## config.mk

```make
export PLATFORM = sky130hd
export DESIGN_NAME = axil_master
export DESIGN_NICKNAME = d
export VERILOG_FILES = /design/src/rtl/axil_master.sv
export SDC_FILE = /design/constraint.sdc
export NUM_CORES = 1
export LEC_CHECK = 0
export BUFFER_PORTS_ARGS = -buffer_cell sky130_fd_sc_hd__buf_2
export CORE_MARGIN = 2
export CORE_UTILIZATION = 30
export DETAILED_ROUTE_END_ITERATION = 7
export PLACE_DENSITY = 0.58
export SYNTH_ARGS = -nofsm -noshare
export SYNTH_HDL_FRONTEND = slang
export SYNTH_SLANG_ARGS = --single-unit
```

## constraint.sdc

```tcl
create_clock -name clk -period 8.02 [get_ports clk]
set_clock_uncertainty 0.2 [all_clocks]
set_input_delay 1.604 -clock clk [delete_from_list [all_inputs] [get_ports clk]]
set_output_delay 1.604 -clock clk [all_outputs]
set_load 0.01 [all_outputs]
```

## src/rtl/axil_master.sv

```systemverilog
// rtl/axil_master.sv - AXI4-Lite initiator issuing one read or write at a time
//
// Purpose:
//   Turns a valid/ready command port into single AXI4-Lite transactions.
//   Reports completion with a one-cycle rsp_valid pulse that carries the
//   response code and the read data.
//   A watchdog sets the sticky hang flag when a slave stalls for TIMEOUT cycles.
//
// Ports:
//   clk, rst          clock, asynchronous active-high reset
//   cmd_*             command request (valid/ready, write, addr, wdata)
//   rsp_*             completion pulse, response code, read data
//   hang              sticky watchdog flag
//   M_AXI_AW*/W*/B*   AXI4-Lite write channels
//   M_AXI_AR*/R*      AXI4-Lite read channels

module axil_master #(
   parameter int ADDR_W  = 32,
   parameter int TIMEOUT = 1024
) (
   input  logic              clk,
   input  logic              rst,
   input  logic              cmd_valid,
   output logic              cmd_ready,
   input  logic              cmd_write,
   input  logic [ADDR_W-1:0] cmd_addr,
   input  logic [31:0]       cmd_wdata,
   output logic              rsp_valid,
   output logic [1:0]        rsp_resp,
   output logic [31:0]       rsp_rdata,
   output logic              hang,
   output logic [ADDR_W-1:0] M_AXI_AWADDR,
   output logic              M_AXI_AWVALID,
   input  logic              M_AXI_AWREADY,
   output logic [31:0]       M_AXI_WDATA,
   output logic [3:0]        M_AXI_WSTRB,
   output logic              M_AXI_WVALID,
   input  logic              M_AXI_WREADY,
   input  logic [1:0]        M_AXI_BRESP,
   input  logic              M_AXI_BVALID,
   output logic              M_AXI_BREADY,
   output logic [ADDR_W-1:0] M_AXI_ARADDR,
   output logic              M_AXI_ARVALID,
   input  logic              M_AXI_ARREADY,
   input  logic [31:0]       M_AXI_RDATA,
   input  logic [1:0]        M_AXI_RRESP,
   input  logic              M_AXI_RVALID,
   output logic              M_AXI_RREADY
);

   typedef enum logic [2:0] {IDLE, WRITE, WRESP, RADDR, RDATA} state_t;

   localparam int               CNT_W     = (TIMEOUT > 65535) ? 32 : 16;
   localparam logic [CNT_W-1:0] TIMEOUT_C = CNT_W'(TIMEOUT);

   state_t            state_q;
   logic              aw_done_q, w_done_q;
   logic              awvalid_q, wvalid_q, bready_q, arvalid_q, rready_q;
   logic [ADDR_W-1:0] awaddr_q, araddr_q;
   logic [31:0]       wdata_q;
   logic              rsp_valid_q;
   logic [1:0]        rsp_resp_q;
   logic [31:0]       rsp_rdata_q;
   logic              hang_q;
   logic [CNT_W-1:0]  wdog_q, wdog_d;

   logic aw_hs, w_hs, b_hs, ar_hs, r_hs, wr_both, leaving;

   // The VALID/READY flops are only ever high in their own state, so an
   // early BVALID or RVALID cannot produce a handshake before its state.
   assign aw_hs = awvalid_q & M_AXI_AWREADY;
   assign w_hs  = wvalid_q  & M_AXI_WREADY;
   assign b_hs  = bready_q  & M_AXI_BVALID;
   assign ar_hs = arvalid_q & M_AXI_ARREADY;
   assign r_hs  = rready_q  & M_AXI_RVALID;

   // Address and data phases finish independently, possibly on the same edge.
   assign wr_both = (aw_done_q | aw_hs) & (w_done_q | w_hs);

   always_comb begin
      leaving = 1'b0;
      case (state_q)
         WRITE:   leaving = wr_both;
         WRESP:   leaving = b_hs;
         RADDR:   leaving = ar_hs;
         RDATA:   leaving = r_hs;
         default: leaving = 1'b0;
      endcase
   end

   // The watchdog measures how long the FSM has stayed in one wait state.
   // It restarts on every state change and saturates, so it cannot wrap.
   always_comb begin
      if (state_q == IDLE || leaving) begin
         wdog_d = '0;
      end else if (&wdog_q) begin
         wdog_d = wdog_q;
      end else begin
         wdog_d = wdog_q + 1'b1;
      end
   end

   always_ff @(posedge clk or posedge rst) begin
      if (rst) begin
         state_q     <= IDLE;
         aw_done_q   <= 1'b0;
         w_done_q    <= 1'b0;
         awvalid_q   <= 1'b0;
         wvalid_q    <= 1'b0;
         bready_q    <= 1'b0;
         arvalid_q   <= 1'b0;
         rready_q    <= 1'b0;
         awaddr_q    <= '0;
         araddr_q    <= '0;
         wdata_q     <= '0;
         rsp_valid_q <= 1'b0;
         rsp_resp_q  <= 2'b00;
         rsp_rdata_q <= '0;
         hang_q      <= 1'b0;
         wdog_q      <= '0;
      end else begin
         rsp_valid_q <= 1'b0;
         wdog_q      <= wdog_d;
         // hang is raised on the edge where the counter reaches TIMEOUT.
         // The transaction itself keeps waiting.
         if (TIMEOUT != 0 && wdog_d == TIMEOUT_C) begin
            hang_q <= 1'b1;
         end

         case (state_q)
            IDLE: begin
               if (cmd_valid) begin
                  if (cmd_write) begin
                     awaddr_q  <= cmd_addr;
                     wdata_q   <= cmd_wdata;
                     awvalid_q <= 1'b1;
                     wvalid_q  <= 1'b1;
                     aw_done_q <= 1'b0;
                     w_done_q  <= 1'b0;
                     state_q   <= WRITE;
                  end else begin
                     araddr_q  <= cmd_addr;
                     arvalid_q <= 1'b1;
                     state_q   <= RADDR;
                  end
               end
            end

            WRITE: begin
               if (aw_hs) begin
                  awvalid_q <= 1'b0;
                  aw_done_q <= 1'b1;
               end
               if (w_hs) begin
                  wvalid_q <= 1'b0;
                  w_done_q <= 1'b1;
               end
               if (wr_both) begin
                  aw_done_q <= 1'b0;
                  w_done_q  <= 1'b0;
                  bready_q  <= 1'b1;
                  state_q   <= WRESP;
               end
            end

            WRESP: begin
               if (b_hs) begin
                  bready_q    <= 1'b0;
                  rsp_valid_q <= 1'b1;
                  rsp_resp_q  <= M_AXI_BRESP;
                  rsp_rdata_q <= '0;
                  state_q     <= IDLE;
               end
            end

            RADDR: begin
               if (ar_hs) begin
                  arvalid_q <= 1'b0;
                  rready_q  <= 1'b1;
                  state_q   <= RDATA;
               end
            end

            RDATA: begin
               if (r_hs) begin
                  rready_q    <= 1'b0;
                  rsp_valid_q <= 1'b1;
                  rsp_resp_q  <= M_AXI_RRESP;
                  rsp_rdata_q <= M_AXI_RDATA;
                  state_q     <= IDLE;
               end
            end

            default: state_q <= IDLE;
         endcase
      end
   end

   assign cmd_ready     = (state_q == IDLE);
   assign rsp_valid     = rsp_valid_q;
   assign rsp_resp      = rsp_resp_q;
   assign rsp_rdata     = rsp_rdata_q;
   assign hang          = hang_q;
   assign M_AXI_AWADDR  = awaddr_q;
   assign M_AXI_AWVALID = awvalid_q;
   assign M_AXI_WDATA   = wdata_q;
   assign M_AXI_WSTRB   = 4'hf;
   assign M_AXI_WVALID  = wvalid_q;
   assign M_AXI_BREADY  = bready_q;
   assign M_AXI_ARADDR  = araddr_q;
   assign M_AXI_ARVALID = arvalid_q;
   assign M_AXI_RREADY  = rready_q;

endmodule

```

; Word-level counts from Yosys, hierarchy flattened
; Cells that the tools add are included.
[word_totals]
ff_bits = 158
wordCells = 104
out_inout_bits = 142
in_bits = 109
[classes]
bitwise_logic = 9
addsub = 1
n_eq_ne = 16
n_reduce_logical = 19
mux = 43
[op_table]
columns = cell, n
row1 = $mux 32, 2
row2 = $pmux 32 s2, 1
row3 = $mux 16, 2
row4 = $reduce_and 4->1, 5
row5 = $mux 1, 19
row6 = $add 16x1->16 const B, 1
row7 = $eq 16x11->1 const B, 1
row8 = $ne 2x2->1 const B, 8
row9 = $pmux 1 s2, 8
row10 = $reduce_and 16->1, 1
row11 = $mux 3, 5
row12 = $pmux 3 s5, 1
row13 = $reduce_and 3->1, 5
row14 = $reduce_bool 2->1, 5
row15 = $and 1x1->1, 6
row16 = $eq 3x2->1 const B, 2
row17 = $mux 2, 3
row18 = $ne 3x3->1 const B, 2
row19 = $reduce_and 5->1, 1
row20 = $pmux 1 s4, 1
row21 = $pmux 2 s2, 1
row22 = $eq 3x1->1 const B, 1
row23 = $eq 3x3->1 const B, 1
row24 = $logic_not 3->1, 1
row25 = 4 further kinds, 5

; Depth between registers and ports, before layout
[depth]
ltp_word = 7
ltp_mapped = 8
depth_no_buf = 6

; Worst setup path after synthesis
; Ideal clock, no wire load.
[synth_timing]
kind = in2reg
from = in M_AXI_RVALID
to = reg hang_q, in the netlist hang
path_buffers = 2
arrival_ns = 3.108
path_slack_ns = 4.609
t_required_ns = 7.717
setup_ns = 0.103
path_stages = 7
cell_sequence = and2_1 -> and2_4 -> buf_6 -> or4b_4 -> buf_6 -> nand4bb_1 -> o41ai_2
[synth_via]
elab_chain_cells = 5
[synth_lines]
columns = item, line_no
row1 = "start, declared", 47  ; input logic M_AXI_RVALID,
row2 = $and 1x1->1, 75  ; assign r_hs = rready_q & M_AXI_RVALID;
row3 = $pmux 1 s4, 82  ; case (state_q)
row4 = $logic_or 1x1->1, 94  ; if (state_q == IDLE || leaving) begin
row5 = $mux 16, 94
row6 = $eq 16x11->1, 126  ; if (TIMEOUT != 0 && wdog_d == TIMEOUT_C) begin
row7 = "end signal, assigned", 119  ; hang_q <= 1'b0;
row8 = "end signal, assigned", 127  ; hang_q <= 1'b1;
row9 = "end, declared", 64  ; logic hang_q;
; Every way passes these cells.
; A chain may end at the register's enable or synchronous reset.

; Worst setup path after layout
[layout_timing]
from = reg state_q[0]
to = out cmd_ready
[layout_via]
elab_chain_cells = 1
[layout_lines]
columns = item, line_no
row1 = "start, declared", 56  ; state_t state_q;
row2 = "start signal, assigned", 105  ; state_q <= IDLE;
row3 = "start signal, assigned", 140  ; state_q <= WRITE;
row4 = "start signal, assigned", 144  ; state_q <= RADDR;
row5 = $logic_not 3->1, 199  ; assign cmd_ready = (state_q == IDLE);
row6 = "end, declared", 24  ; output logic cmd_ready,
; Every way passes these cells.

==> results.toml <==
[placed_design]
gp_congestion = 0.730
io_buffers = 246
dp_hpwl_um = 10800
pre_cts_ws_ps = 4340

[cts]
post-cts-setup-buffer-count = 0
clk_latency_ps = 420
cts_buffers = 17
cts_sinks = 158
ctsHoldBuffers = 0
cts.clk_slew.worst_paths_ps = 70
clk_path_buf_depth = 2
cts_root_buf = "clkbuf_16"
cts_tree = "yes"
cts-htree-levels = 4
cts.repair.resized = 0

[critical_path]
crit_path_start_kind = "flip-flop"
cpLargestDelayFamily = "simple AND/OR/NAND/NOR gates"
rr_endpoint = "M_AXI_ARADDR[30]"
slowest_stage = "dfrtp_1"
criticalPathCategory = "flip-flop to output pin"
worstPathCellList = "or2_2, nor2_1, buf_2"
worstPathMaxFanout = 12
startpoint = "state_q[0]"
required_ps = 6220
rr_worst_depth = 5
cp_data_arrival_time_ps = 1760
max_stage_delay_ps = 500
endpoint_kind = "output pin"
r2r-start = "state_q[0]"
critPathBufInv = 1
r2r_slack_ps = 5140

[detailed_routing]
viasPerCell = 4.63
drt_iter0_markers = 192
via_count = 4625
ant_nets = 0
drc_errors = 0
postRouteWirelength_um = 15400
drt_first_pass_iters = 4
avgRoutedWirePerCell_um = 15.4

[sta]
rsz0062_at_grt = "false"
finalWorstSetupSlack_ps = 4450
timing.slew.headroom = 0.289
tns_ps = 0
max_freq_mhz = 280
setup_viol = 0
finalHoldViolCount = 0
finalCritPeriodShare = 0.445
period_needed_ps = 3570
slew_viol_final = 0
worst_pin_slew_ps = 1060

[yosys]
syn_avg_cell_area_um2 = 13.6
syn-cell-area_um2 = 6450
async_flop_share = 1.00
synth_cells = 473
synth_seq_cells = 158
yosysWarningCount = 0
ys_top_cells_by_area = "dfrtp_1, mux2_2, a22o_1, nor2_1, nand2_1"
synth_flop_cell = "dfrtp_1"
netlist.area_leader.share = 0.613
seq_area_frac_synth = 0.613
synth_top_cell_by_area = "dfrtp_1"
synth-edff-count = 0
synthDistinctLibCells = 56

[cells_and_area]
syn_to_final_growth_pct = 32.0
antennaDiodeCount = 0
final_layout_size_suffix_gt1_frac = 0.534
nNetsFinal = 822
fillers = 2059

[global_routing]
grtUsageTotal = 0.136
antenna_found_initial = 0
grt-ovfl-total = 0
grt_pass1_wl_um = 24200
grt_pass1_vias = 4740
grt_max_degree = 92

[power_and_ir_drop]
power.internal_mw = 2.14
p_comb_frac = 0.337
ir_drop_mv = 0.172
p_sw_frac = 0.338
p_sw_mw = 1.09
pwr_density_cell_nw_per_um2 = 380
power_leakage_nw = 4.14
sequentialPowerShare = 0.412
p_clk_frac = 0.251

[die]
die_h_um = 151
dieArea_um2 = 22700
start_util = 0.306
fp.dieW_um = 151
rows = 53
coreArea_um2 = 21100
ios = 251

[min_path]
hold_end = "hang"
hold_depth = 2
worstHoldStart = "hang"
hold_class = "flip-flop to flip-flop"

[run_status]
status = "complete, no violations"

[job]
maxCapViolations = 0
==> cell families after synthesis <==
family | Yosys count | synth area share
DFF | 158 | 0.613
xor gates and xnor gates | 8 | 0.0109
other | 1 | 0.000582
muxes | 103 | 0.179
buffers and inverters | 41 | 0.0316
AOI/OAI and AO/OA | 74 | 0.0883
and+or+nand+nor | 87 | 0.0751
adders and majority gates | 1 | 0.00194
==> state kept, by name, indices dropped and copies added, names as in the netlist <==
name and flops:
M_AXI_BREADY 1, M_AXI_AWVALID 1, M_AXI_AWADDR 32, M_AXI_RREADY 1
hang 1, w_done_q 1, rsp_valid 1, wdog_q 16
M_AXI_WDATA 32, rsp_rdata 32, aw_done_q 1, M_AXI_ARVALID 1
M_AXI_ARADDR 32, state_q 3, rsp_resp 2, M_AXI_WVALID 1
==> metal layers <==
| layer | vias to the layer above | GRT usage | routed length, um |
|---|---|---|---|
| met5 | - | 0 | 0 |
| met4 | 0 | 0.0430 | 231 |
| met3 | 16 | 0.0652 | 1430 |
| met2 | 165 | 0.215 | 7270 |
| met1 | 2258 | 0.164 | 6420 |
| li1 | 2186 | - | - |
==> placed cells by master, fill, tap and decap left out, types with 2 or more instances in the layout <==
cell type	instances
buf_2	246
a211oi_1	4
a21o_1	2
buf_4	3
nor2_1	20
a21oi_1	9
mux2_2	96
nand2_1	21
o21ai_0	9
a22o_1	32
clkinv_8	2
clkinvlp_4	3
nor3b_1	3
inv_1	8
mux2i_1	7
nor4_1	3
and4_1	2
nor2b_1	2
conb_1	4
xnor2_1	5
clkbuf_16	17
inv_8	5
inv_6	4
nand4_1	9
o211ai_1	2
dfrtp_1	158
or3_1	2
nand3_1	6
a31oi_1	3
nor3_1	3
xor2_1	3
==> through the flow <==
stage,power [mW],hold WS (ps),cells,utilization,area (um2)
global placement,2.43,258,968,0.375,7920
global route,3.45,308,1000,0.404,8510
floorplan,1.97,302,476,-,6460
detailed placement,2.45,268,968,0.375,7920
finish,3.23,279,1000,0.404,8510
CTS,3.29,283,1000,0.404,8510
==> how the worst max path moves through the flow <==
stage / to / cells past startpoint / slack, ps
floorplan: M_AXI_ARADDR[0] / 1 / 1950
global placement: hang / 6 / 4370
detailed placement: hang / 6 / 4340
CTS: cmd_ready / 3 / 4420
global route: cmd_ready / 3 / 4300
finish: cmd_ready / 3 / 4450
==> power groups by stage <==
stage | registers [mW] | logic, mW | clock network, mW
2_1_floorplan | 1.48 | 0.489 | 0
3_3_place_gp | 1.33 | 1.10 | 0
3_5_place_dp | 1.34 | 1.11 | 0
4_1_cts | 1.33 | 1.12 | 0.840
5_1_grt | 1.38 | 1.20 | 0.877
6_report | 1.33 | 1.09 | 0.812
==> layout make-up <==
class	count	area [um2]	area share
inverters	9	38.8	0.00456
multi-input cells	277	2320	0.273
clock buffers	18	429	0.0504
flip-flops and latches	158	3950	0.465
clock inverters	14	168	0.0197
well taps	275	344	0.0404
repair buffers	249	1250	0.147
==> tightest hold or removal path: cells and delay by family (launching register included) <==
family,cells,cell delay (ps)
flip-flops,1,350
buffers and inverters,1,50
AO/OA/AOI/OAI,1,40
==> synthesized netlist by cell type (2+ instances only) <==
master,count
a211oi_1,4
nor4_1,3
nand2_1,21
buf_2,10
a31oi_1,3
and4_1,2
nand3_1,7
clkbuf_1,10
a21oi_1,9
nor3b_1,3
dfrtp_1,158
nor2b_1,2
inv_1,9
or3_1,2
o21ai_0,9
nor2_1,22
nand4_1,9
a22o_1,32
mux2_2,96
buf_1,5
nor3_1,3
a21o_1,2
o211ai_1,2
xor2_1,3
buf_4,4
mux2i_1,7
xnor2_1,5
buf_6,3
No activity file was read; power rests on OpenSTA's default activity.
